`config.mk`:
```
export PLATFORM = sky130hd
export DESIGN_NAME = operand_stack
export DESIGN_NICKNAME = d
export VERILOG_FILES = /design/src/rtl/operand_stack.sv
export SDC_FILE = /design/constraint.sdc
export NUM_CORES = 1
export LEC_CHECK = 0
export BUFFER_PORTS_ARGS = -buffer_cell sky130_fd_sc_hd__buf_4
export CAP_MARGIN = 20
export CELL_PAD_IN_SITES_DETAIL_PLACEMENT = 1
export CELL_PAD_IN_SITES_GLOBAL_PLACEMENT = 2
export CORE_ASPECT_RATIO = 1.2
export CORE_MARGIN = 3
export CORE_UTILIZATION = 50
export CTS_CLUSTER_SIZE = 28
export DETAILED_ROUTE_END_ITERATION = 7
export PLACE_DENSITY = 0.83
export SYNTH_ARGS = -nofsm -noshare
export SYNTH_HDL_FRONTEND = slang
export SYNTH_SLANG_ARGS = --single-unit
export TNS_END_PERCENT = 5
```
`constraint.sdc`:
```
create_clock -name clk -period 7.7 [get_ports clk]
set_input_delay 0.385 -clock clk [delete_from_list [all_inputs] [get_ports clk]]
set_output_delay 0.385 -clock clk [all_outputs]
set_load 0.1 [all_outputs]
```
`src/rtl/operand_stack.sv`:
```
// rtl/operand_stack.sv - operand stack with top/penultimate registers over a spill array
module operand_stack #(
    parameter int W = 8,
    parameter int D = 5
) (
    input  logic         clk,
    input  logic         reset,
    input  logic [2:0]   op,
    input  logic [W-1:0] push_data,
    input  logic         err_clr,
    output logic [W-1:0] top_val,
    output logic [W-1:0] pen_val,
    output logic [D:0]   depth,
    output logic         empty,
    output logic         full,
    output logic         ovf,
    output logic         unf
);

    localparam int CAP     = 2 ** D;
    localparam int SPILL_N = CAP - 2;
    localparam int SW      = (SPILL_N > 1) ? $clog2(SPILL_N) : 1;

    localparam logic [D:0] CAP_V = {1'b1, {D{1'b0}}};
    localparam logic [D:0] ONE   = (D+1)'(1);
    localparam logic [D:0] TWO   = (D+1)'(2);
    localparam logic [D:0] THREE = (D+1)'(3);
    localparam logic [D:0] FOUR  = (D+1)'(4);

    localparam logic [2:0] OP_NOP   = 3'd0;
    localparam logic [2:0] OP_PUSH  = 3'd1;
    localparam logic [2:0] OP_POP   = 3'd2;
    localparam logic [2:0] OP_POP2  = 3'd3;
    localparam logic [2:0] OP_DUP   = 3'd4;
    localparam logic [2:0] OP_SWAP  = 3'd5;
    localparam logic [2:0] OP_REPL  = 3'd6;
    localparam logic [2:0] OP_BINOP = 3'd7;

    logic [W-1:0] top_q, top_d;
    logic [W-1:0] pen_q, pen_d;
    logic [D:0]   depth_q, depth_d;
    logic         empty_q, empty_d;
    logic         full_q, full_d;
    logic         ovf_q, ovf_d;
    logic         unf_q, unf_d;

    // Spill array holds entries below the penultimate; it carries no reset.
    logic [W-1:0] spill_mem [SPILL_N];

    logic         spill_we;
    logic [SW-1:0] spill_waddr;
    logic [SW-1:0] idx3, idx4;
    logic [D:0]   n_m2, n_m3, n_m4;
    logic [W-1:0] rd3, rd4;
    logic         ovf_err, unf_err;

    // Spill addresses and the two read ports, gated to zero when the slot is not valid.
    always_comb begin
        n_m2        = depth_q - TWO;
        n_m3        = depth_q - THREE;
        n_m4        = depth_q - FOUR;
        spill_waddr = n_m2[SW-1:0];
        idx3        = n_m3[SW-1:0];
        idx4        = n_m4[SW-1:0];
        rd3         = (depth_q >= THREE) ? spill_mem[idx3] : '0;
        rd4         = (depth_q >= FOUR)  ? spill_mem[idx4] : '0;
    end

    // Legality of the requested op against the current depth.
    always_comb begin
        ovf_err = ((op == OP_PUSH) || (op == OP_DUP)) && (depth_q == CAP_V);
        unf_err = (((op == OP_POP) || (op == OP_DUP) || (op == OP_REPL)) && (depth_q < ONE)) ||
                  (((op == OP_POP2) || (op == OP_SWAP) || (op == OP_BINOP)) && (depth_q < TWO));
    end

    // Next-state datapath; illegal ops leave everything untouched except the flags.
    always_comb begin
        top_d    = top_q;
        pen_d    = pen_q;
        depth_d  = depth_q;
        spill_we = 1'b0;
        ovf_d    = (ovf_q & ~err_clr) | ovf_err;
        unf_d    = (unf_q & ~err_clr) | unf_err;
        if (!ovf_err && !unf_err) begin
            case (op)
                OP_PUSH: begin
                    spill_we = (depth_q >= TWO);
                    pen_d    = top_q;
                    top_d    = push_data;
                    depth_d  = depth_q + ONE;
                end
                OP_POP: begin
                    top_d   = pen_q;
                    pen_d   = rd3;
                    depth_d = depth_q - ONE;
                end
                OP_POP2: begin
                    top_d   = rd3;
                    pen_d   = rd4;
                    depth_d = depth_q - TWO;
                end
                OP_DUP: begin
                    spill_we = (depth_q >= TWO);
                    pen_d    = top_q;
                    depth_d  = depth_q + ONE;
                end
                OP_SWAP: begin
                    top_d = pen_q;
                    pen_d = top_q;
                end
                OP_REPL: begin
                    top_d = push_data;
                end
                OP_BINOP: begin
                    top_d   = push_data;
                    pen_d   = rd3;
                    depth_d = depth_q - ONE;
                end
                OP_NOP: begin
                end
                default: begin
                end
            endcase
        end
        empty_d = (depth_d == '0);
        full_d  = (depth_d == CAP_V);
    end

    // Cached top/penultimate, depth, status and sticky flags.
    always_ff @(posedge clk or posedge reset) begin
        if (reset) begin
            top_q   <= '0;
            pen_q   <= '0;
            depth_q <= '0;
            empty_q <= 1'b1;
            full_q  <= 1'b0;
            ovf_q   <= 1'b0;
            unf_q   <= 1'b0;
        end else begin
            top_q   <= top_d;
            pen_q   <= pen_d;
            depth_q <= depth_d;
            empty_q <= empty_d;
            full_q  <= full_d;
            ovf_q   <= ovf_d;
            unf_q   <= unf_d;
        end
    end

    // Single write port: the outgoing penultimate spills on PUSH/DUP at depth >= 2.
    always_ff @(posedge clk) begin
        if (spill_we && !reset) begin
            spill_mem[spill_waddr] <= pen_q;
        end
    end

    assign top_val = top_q;
    assign pen_val = pen_q;
    assign depth   = depth_q;
    assign empty   = empty_q;
    assign full    = full_q;
    assign ovf     = ovf_q;
    assign unf     = unf_q;

endmodule
```
==> flow_summary_export.csv, run 1 <==
group,metric,value,unit
finish,n_antenna_cell,0,
timing,min_period,5.22,ns
yosys,yosys.area_share.simple,6.38,%
timing,rsz0062_at_grt,"no",
timing,skew,0.0168,ns
yosys,synth_top_family_by_area,"multiplexers",
yosys,ys_ff_latch,266,
setup_path,slowest_delay,0.84,ns
grt,grt_max_degree,69,
finish,final_common_cell,"edfxtp_1",
setup_path,critPathLaunchType,"register",
clock_network,clkTransAtPathRegs,0.06,ns
detailed_routing,detail-route-antenna-nets,0,
detailed_routing,drt_first_pass_iters,7,
grt,grt_pass1_wl,64300,um
finish,drive_above_1_share,24.0,%
timing,final_max_slew_viol_count,0,
job,cap_violations,0,
yosys,yosys-top-cells-area,"edfxtp_1, mux4_2, mux2i_1",
power_and_ir_drop,seqPwrFrac,28.2,%
placed_design,io_buffers,39,
power_and_ir_drop,switching_share,45.2,%
placed_design,dp_hpwl,29200,um
finish,multiInputGateArea,5380,um2
setup_path,worstSetupStartpoint,"depth[0]",
detailed_routing,avgRoutedWirePerCell,33.7,um
setup_path,critical_path_buf_inv_count,1,
placed_design,gp_congestion,1.01,
finish,area_growth,11.5,%
yosys,synth_seq_area_share,57.9,%
setup_path,endpoint,"spill_mem[12][6]",
floorplan,initial_utilization,51.2,%
setup_path,r2r_slack,2.48,ns
clock_network,clk_latency,0.55,ns
yosys,synthMuxAreaShare,22.4,%
setup_path,crit_slowest_cell,"dfrtp_4",
timing,max_freq,0.192,GHz
min_path,hp-start,"err_clr",
power_and_ir_drop,max-vdd-ir-drop,0.246,mV
setup_path,cp.required,7.87,ns
outcome,status,"completed",
grt,grt_pass1_vias,9130,
clock_network,cts_tree,"built",
floorplan,io_pins,40,
power_and_ir_drop,p_comb_share,53.2,%
timing,finalSetupTns,0,ns
power_and_ir_drop,p_leak,5.08,nW
yosys,async_reset_ff_share,9.77,%
setup_path,cp_max_fo,39,
power_and_ir_drop,switchingPower,0.00339,W
timing,fin_hold_ws,0.0402,ns
clock_network,cts_root_buf,"clkbuf_16",
grt,grt.overflow.total,0,
setup_path,arrival,5.39,ns
setup_path,critical_path_depth,8,
setup_path,r2r-start,"depth[0]",
placed_design,placed_area,14200,um2
floorplan,dieArea,29100,um2
timing,slew_headroom,27.5,%
detailed_routing,drc,0,
setup_path,cp_top_family,"simple AND/OR/NAND/NOR gates",
yosys,yosys_warnings,0,
detailed_routing,first_iter_violations,1015,
detailed_routing,vias,8916,
yosys,postSynthAreaPerCell,15.1,um2
floorplan,die_y,186,um
yosys,ys.flop_type,"edfxtp_1",
floorplan,rows,65,
detailed_routing,finalWirelength,43200,um
setup_path,r2r_cells,8,
finish,fillerInstances,2463,
floorplan,coreArea,26500,um2
grt,antenna_found_initial,1,
placed_design,dpl_worst_slack,2.51,ns
yosys,synthAdderAreaFrac,1.20,%
clock_network,cts.sinks,266,
yosys,syn_area,13600,um2
clock_network,ctsHtreeMaxLevel,1,
clock_network,cts_buffers,27,
timing,fin_crit_sh,67.7,%
finish,final_area,15100,um2
yosys,synth_top_area_cell,"edfxtp_1",
grt,track_usage,29.8,%
power_and_ir_drop,intPower,0.00412,W
yosys,synth_nets,925,
setup_path,r2r_end,"spill_mem[12][6]",
clock_network,cts_resized,0,
setup_path,worstPathCellList,"clkinv_1, ha_1, nor2b_1, o31ai_2, o21ai_1, a311oi_1, nand2_1, nor2_1",
yosys,synth_top_area_share,53.1,%
timing,setup_viol,0,
yosys,synth-edff-count,240,
yosys,synthCells,898,
finish,regArea,7870,um2
yosys,synth-xor-area-share,1.28,%
finish,nNetsFinal,952,
timing,finalHoldViolations,0,
power_and_ir_drop,p_per_area,497,nW/um2
timing,finalWorstSetupSlack,2.48,ns
power_and_ir_drop,clkPwrFrac,18.6,%
yosys,synth_compound_area_share,8.18,%
setup_path,path_class,"register to register",
detailed_routing,viasPerCell,6.96,
floorplan,die_w,156,um
timing,worst_pin_slew,1.09,ns
clock_network,cts.path.max_buffers,3,
setup_path,cp-end-kind,"register",
yosys,synth_cell_types,61,
finish,final_cell_mix,"edfxtp_1, mux4_2, nor2_1, mux2i_1, buf_4",
min_path,hold_class,"primary input to register",
## power by group through the flow
stage	registers (W)	logic, W	clock network (W)
3_3_place_gp	0.00214	0.00383	0
6_report	0.00212	0.00399	0.00140
2_1_floorplan	0.00252	0.00229	0
5_1_grt	0.00214	0.00417	0.00148
3_5_place_dp	0.00215	0.00392	0
4_1_cts	0.00212	0.00396	0.00141
## worst min path at each step
stage / to / slack, ns / cells past startpoint
6_report: ovf / 0.04 / 2
5_1_grt: unf / 0.05 / 2
4_1_cts: unf / 0.03 / 2
3_5_place_dp: ovf / 0.49 / 3
3_3_place_gp: ovf / 0.48 / 3
2_1_floorplan: depth[0] / 0.43 / 1
## synth_stat cells (14+ instances only)
cell type and number:
mux2i_1 69, a211oi_1 20, a22oi_1 15, mux2_2 15
o22ai_1 19, dfrtp_1 25, edfxtp_1 240, a21oi_1 22
nor2b_1 17, buf_2 29, mux4_2 97, o21ai_0 25
nand2_1 40, nor2_1 83, xnor2_1 14
## state kept, by name (all words and copies together), names as in the netlist
register   cells
spill_mem    240
pen_val        8
top_val        8
depth          6
empty          1
full           1
ovf            1
unf            1
## cells by family after synthesis
kind of cell	after synthesis
adder cells (fa/ha/maj)	13
flip-flops	266
AO/OA/AOI/OAI	158
buffers and inverters	71
multiplexers	181
AND/OR/NAND/NOR	190
XOR/XNOR	19
## final cells by class
class / count / area share [%]
Clock buffer: 34 / 4.91
Clock inverter: 16 / 1.37
Inverter: 14 / 0.348
Multi-Input combinational cell: 561 / 35.6
Sequential cell: 266 / 52.1
Tap cell: 335 / 2.77
Timing Repair Buffer: 55 / 2.96
## per-stage QoR
stage | utilization (%) | total power (W) | cells
floorplan | - | 0.00481 | 898
global placement | 53.2 | 0.00597 | 1228
detailed placement | 53.4 | 0.00607 | 1230
CTS | 57.0 | 0.00749 | 1281
global route | 57.0 | 0.00779 | 1281
finish | 57.0 | 0.00751 | 1281
## metal layers
layer	GRT usage [%]	part of all wire (%)
met4	10.7	4.4
met2	49.2	50
met3	3.94	7.1
met1	40.8	39
met5	0	0
## what timing repair did
action,in CTS,in global routing
setup buffers,0,0
hold buffers,1,0
endpoints found under the hold margin,25,0
No activity file was read; power rests on OpenSTA's default activity.
==> run 2, diff against run 1 <==
--- a/config.mk
+++ b/config.mk
@@ -11,10 +11,10 @@
 export CELL_PAD_IN_SITES_GLOBAL_PLACEMENT = 2
 export CORE_ASPECT_RATIO = 1.2
 export CORE_MARGIN = 3
-export CORE_UTILIZATION = 50
+export CORE_UTILIZATION = 42
 export CTS_CLUSTER_SIZE = 28
 export DETAILED_ROUTE_END_ITERATION = 7
-export PLACE_DENSITY = 0.83
+export PLACE_DENSITY = 0.74
 export SYNTH_ARGS = -nofsm -noshare
 export SYNTH_HDL_FRONTEND = slang
 export SYNTH_SLANG_ARGS = --single-unit
==> constraint.sdc (replaced) <==
create_clock -name clk -period 4.2 [get_ports clk]
set_input_delay 0.21 -clock clk [delete_from_list [all_inputs] [get_ports clk]]
set_output_delay 0.21 -clock clk [all_outputs]
set_load 0.1 [all_outputs]
==> flow_summary_export.csv, run 2 (synthesis gave the netlist of run 1 again) <==
group,metric,value,unit
timing,slew_headroom,24.7,%
floorplan,coreArea,31600,um2
floorplan,die_w,170,um
setup_path,cpMostUsedCell,"buf_4",
detailed_routing,detail-route-antenna-nets,0,
setup_path,path_class,"register to register",
setup_path,cp_top_family,"compound AO/OA/AOI/OAI gates",
clock_network,cts.path.max_buffers,3,
outcome,status,"completed",
timing,min_period,3.71,ns
clock_network,hold_buffers,3,
min_path,worstHoldEndpoint,"top_val[0]",
timing,fin_crit_sh,88.4,%
power_and_ir_drop,p_per_area,893,nW/um2
placed_design,io_buffers,39,
detailed_routing,viasPerCell,6.26,
finish,nNetsFinal,1007,
floorplan,rows,71,
clock_network,cts_resized,0,
finish,final_cell_mix,"edfxtp_1, buf_4, mux4_2, nor2_1, mux2i_1",
clock_network,cts_tree,"built",
grt,grt_pass1_wl,61800,um
detailed_routing,drt_first_pass_iters,5,
finish,drive_above_1_share,26.9,%
grt,grt_max_degree,146,
detailed_routing,first_iter_violations,872,
finish,area_growth,14.9,%
floorplan,io_pins,40,
grt,track_usage,24.3,%
finish,n_antenna_cell,0,
detailed_routing,vias,8769,
timing,final_max_slew_viol_count,0,
setup_path,critical_path_buf_inv_count,3,
clock_network,cts.sinks,266,
placed_design,gp_congestion,0.894,
timing,worst_pin_slew,1.13,ns
setup_path,r2r_slack,0.49,ns
floorplan,initial_utilization,42.9,%
finish,regMostFlops,"spill_mem",
min_path,hold_class,"primary input to register",
setup_path,crit_slowest_cell,"a311oi_1",
timing,setup_viol,0,
grt,antenna_found_initial,0,
power_and_ir_drop,max-vdd-ir-drop,0.541,mV
setup_path,worstSetupStartpoint,"depth[0]",
detailed_routing,drc,0,
floorplan,die_y,203,um
clock_network,cts_buffers,29,
min_path,hp-start,"push_data[0]",
finish,fillerInstances,3109,
grt,grt.overflow.total,0,
setup_path,cp_max_fo,8,
setup_path,critPathLaunchType,"register",
timing,rsz0062_at_grt,"no",
setup_path,r2r-start,"depth[0]",
detailed_routing,finalWirelength,41700,um
timing,max_freq,0.269,GHz
job,cap_violations,0,
setup_path,r2r_cells,10,
setup_path,worstPathCellList,"clkinv_1, ha_1, nor2b_1, o31ai_2, buf_4, o21ai_1, a311oi_1, nand2_1, nor2_1, buf_4",
timing,finalSetupTns,0,ns
finish,final_common_cell,"edfxtp_1",
grt,grt_pass1_vias,9076,
floorplan,dieArea,34500,um2
timing,fin_hold_ws,0.0465,ns
clock_network,clk_latency,0.58,ns
setup_path,cp.required,4.46,ns
power_and_ir_drop,p_leak,5.35,nW
setup_path,r2r_end,"spill_mem[23][7]",
timing,skew,0.0295,ns
timing,finalHoldViolations,0,
clock_network,clkTransAtPathRegs,0.06,ns
setup_path,cp-end-kind,"register",
clock_network,cts_root_buf,"clkbuf_16",
setup_path,arrival,3.97,ns
clock_network,cts_setup_buffers,0,
clock_network,ctsHtreeMaxLevel,1,
placed_design,dp_hpwl,29000,um
detailed_routing,avgRoutedWirePerCell,29.8,um
finish,largest_reg_flops,240,
setup_path,slowest_delay,0.79,ns
min_path,worstHoldPathCells,5,
run 2: area by class of cell:
| class | count | area [um2] | area share, % |
|---|---|---|---|
| Clock inverter | 17 | 178 | 1.14 |
| Tap cell | 401 | 502 | 3.22 |
| Timing Repair Buffer | 108 | 863 | 5.54 |
| Multi-Input combinational cell | 561 | 5380 | 34.5 |
| Inverter | 14 | 52.6 | 0.337 |
| Sequential cell | 266 | 7870 | 50.5 |
| Clock buffer | 33 | 741 | 4.75 |
run 2: worst max-delay path by stage:
stage / end / cells after the start / slack, ns
global route: spill_mem[19][0] / 10 / 0.24
finish: spill_mem[23][7] / 10 / 0.49
CTS: spill_mem[19][0] / 10 / 0.50
detailed placement: spill_mem[25][1] / 9 / 0.52
floorplan: spill_mem[0][0] / 10 / 0.09
global placement: spill_mem[23][7] / 10 / 0.65
run 2: worst register-to-register path, cell delays in order, from the launching register on:
cell and delay, ns:
dfrtp_4 0.44, clkinv_1 0.20, ha_1 0.31, nor2b_1 0.16, o31ai_2 0.22, buf_4 0.19
o21ai_1 0.12, a311oi_1 0.79, nand2_1 0.49, nor2_1 0.22, buf_4 0.23
run 2: metal layers:
layer	GRT usage [%]	vias up	wire length, um
li1	-	3819	-
met1	33.5	4622	17400
met2	39.5	264	20300
met3	2.78	64	2150
met4	9.86	0	1830
met5	0	-	0
run 2: report_power, final:
part	total, W	internal, W	switching (W)	leakage [nW]
logic	0.00757	0.00282	0.00474	2.44
clock network	0.00250	0.00145	0.00106	0.448
registers	0.00384	0.00343	0.000411	2.46
total	0.0139	0.00770	0.00621	5.35
run 2: metrics by stage:
stage	power, W	cells	setup slack [ns]	util (%)	area [um2]
final	0.0139	1400	0.485	49.3	15600
after global routing	0.0145	1400	0.242	49.3	15600
after CTS	0.0140	1400	0.498	49.3	15600
after detailed placement	0.0114	1347	0.520	46.3	14600
after global placement	0.0114	1346	0.653	46.2	14600
after floorplan	0.00882	898	0.0895	-	13600
==> run 3, diff against run 2 <==
--- a/config.mk
+++ b/config.mk
@@ -8,10 +8,10 @@
 export BUFFER_PORTS_ARGS = -buffer_cell sky130_fd_sc_hd__buf_4
 export CAP_MARGIN = 20
 export CELL_PAD_IN_SITES_DETAIL_PLACEMENT = 1
-export CELL_PAD_IN_SITES_GLOBAL_PLACEMENT = 2
+export CELL_PAD_IN_SITES_GLOBAL_PLACEMENT = 1
 export CORE_ASPECT_RATIO = 1.2
 export CORE_MARGIN = 3
-export CORE_UTILIZATION = 42
+export CORE_UTILIZATION = 48
 export CTS_CLUSTER_SIZE = 28
 export DETAILED_ROUTE_END_ITERATION = 7
 export PLACE_DENSITY = 0.74
==> flow_summary_export.csv, run 3 (synthesis gave the netlist of run 1 again) <==
group,metric,value,unit
outcome,status,"completed",
min_path,hold_class,"primary input to register",
detailed_routing,avgRoutedWirePerCell,30.1,um
clock_network,hold_buffers,2,
clock_network,cts_tree,"built",
finish,regMostFlops,"spill_mem",
detailed_routing,finalWirelength,41300,um
finish,nNetsFinal,1005,
grt,track_usage,27.6,%
grt,antenna_found_initial,0,
setup_path,crit_slowest_cell,"dfrtp_4",
timing,fin_crit_sh,90.8,%
setup_path,arrival,4.05,ns
detailed_routing,viasPerCell,6.55,
setup_path,r2r-start,"depth[0]",
finish,final_cell_mix,"edfxtp_1, buf_4, mux4_2, nor2_1, mux2i_1",
setup_path,cp.required,4.44,ns
floorplan,initial_utilization,49.3,%
power_and_ir_drop,max-vdd-ir-drop,0.534,mV
timing,finalSetupTns,0,ns
timing,worst_pin_slew,1.12,ns
placed_design,gp_congestion,0.972,
setup_path,endpoint,"spill_mem[4][5]",
setup_path,cp_max_fo,21,
clock_network,cts.sinks,266,
finish,largest_reg_flops,240,
floorplan,rows,66,
finish,fin_cells,1372,
detailed_routing,detail-route-antenna-nets,0,
clock_network,clkTransAtPathRegs,0.07,ns
floorplan,die_y,190,um
clock_network,cts_setup_buffers,0,
placed_design,placed_cells,1321,
finish,area_growth,14.4,%
timing,max_freq,0.262,GHz
detailed_routing,drt_first_pass_iters,5,
timing,setup_viol,0,
timing,final_max_slew_viol_count,0,
clock_network,cts_root_buf,"clkbuf_16",
setup_path,r2r_slack,0.39,ns
timing,rsz0062_at_grt,"no",
setup_path,worstSetupStartpoint,"depth[0]",
placed_design,io_buffers,39,
grt,grt.overflow.total,0,
setup_path,r2r_end,"spill_mem[4][5]",
timing,slew_headroom,25.1,%
power_and_ir_drop,total_power,0.0138,W
floorplan,io_pins,40,
floorplan,die_w,159,um
clock_network,cts.path.max_buffers,3,
setup_path,worstPathCellList,"clkinv_1, buf_4, ha_1, nor2b_1, o31ai_2, buf_4, o21ai_1, a311oi_1, nand2_1, nor2_1, buf_4",
grt,grt_util_met2,45.7,%
timing,fin_hold_ws,0.0562,ns
clock_network,clk_latency,0.53,ns
grt,grt_pass1_vias,9422,
setup_path,slowest_delay,0.62,ns
detailed_routing,first_iter_violations,981,
grt,grt_pass1_wl,62600,um
floorplan,dieArea,30300,um2
setup_path,path_class,"register to register",
power_and_ir_drop,p_leak,5.34,nW
timing,finalHoldViolations,0,
power_and_ir_drop,p_per_area,889,nW/um2
finish,n_antenna_cell,0,
timing,min_period,3.81,ns
placed_design,dp_hpwl,28600,um
floorplan,coreArea,27500,um2
setup_path,cp-end-kind,"register",
grt,grt_max_degree,77,
finish,final_common_cell,"edfxtp_1",
setup_path,r2r_cells,11,
detailed_routing,vias,8993,
grt,grt.busiest_layer,"met2",
setup_path,cpMostUsedCell,"buf_4",
detailed_routing,drc,0,
grt,grt_use_met1,37.1,%
clock_network,cts_resized,0,
timing,skew,0.0142,ns
clock_network,ctsHtreeMaxLevel,1,
job,cap_violations,0,
clock_network,cts_buffers,27,
grt,met3_usage,4.03,%
setup_path,critPathLaunchType,"register",
finish,drive_above_1_share,27.4,%
run 3: area by class of cell:
cell class	instances	area (um2)
Clock buffer	27	676
Clock inverter	22	209
Fill cell	2616	12000
Inverter	14	52.6
Multi-Input combinational cell	561	5380
Sequential cell	266	7870
Tap cell	374	468
Timing Repair Buffer	108	868
run 3: per-stage QoR:
| step | util (%) | setup slack, ns | cell area [um2] |
|---|---|---|---|
| final | 56.4 | 0.387 | 15500 |
| after global routing | 56.4 | 0.198 | 15500 |
| after CTS | 56.4 | 0.403 | 15500 |
| after detailed placement | 53.2 | 0.402 | 14600 |
| after global placement | 53.0 | 0.583 | 14600 |
| after floorplan | - | 0.0895 | 13600 |
run 3: worst max-delay path, delay by kind of cell, from the launching register on:
kind                     cells  cell delay [ns]
adder cells (fa/ha/maj)      1             0.25
AO/OA/AOI/OAI                3             0.82
AND/OR/NAND/NOR              3             0.98
buffers and inverters        4             0.83
flip-flops                   1             0.62
run 3: worst min path at each step:
stage          slack (ns)    endpoint  depth (start not counted)         start
2_1_floorplan        0.26    depth[1]                          1         reset
3_3_place_gp         0.31  top_val[0]                          3         reset
3_5_place_dp         0.31         ovf                          3         reset
4_1_cts              0.04  top_val[1]                          3  push_data[1]
5_1_grt              0.04  top_val[1]                          3  push_data[1]
6_report             0.06  top_val[1]                          3  push_data[1]
run 3: power by group:
part | switching [W] | internal, W | total [W]
clock | 0.00103 | 0.00137 | 0.00240
sequential | 0.000390 | 0.00342 | 0.00381
combinational | 0.00481 | 0.00277 | 0.00758
run 3: layer usage:
metal / vias to the layer above / wire length [um]
met1: 4693 / 16300
li1: 3812 / -
met2: 407 / 20200
met5: - / 0
met3: 81 / 2840
met4: 0 / 1930
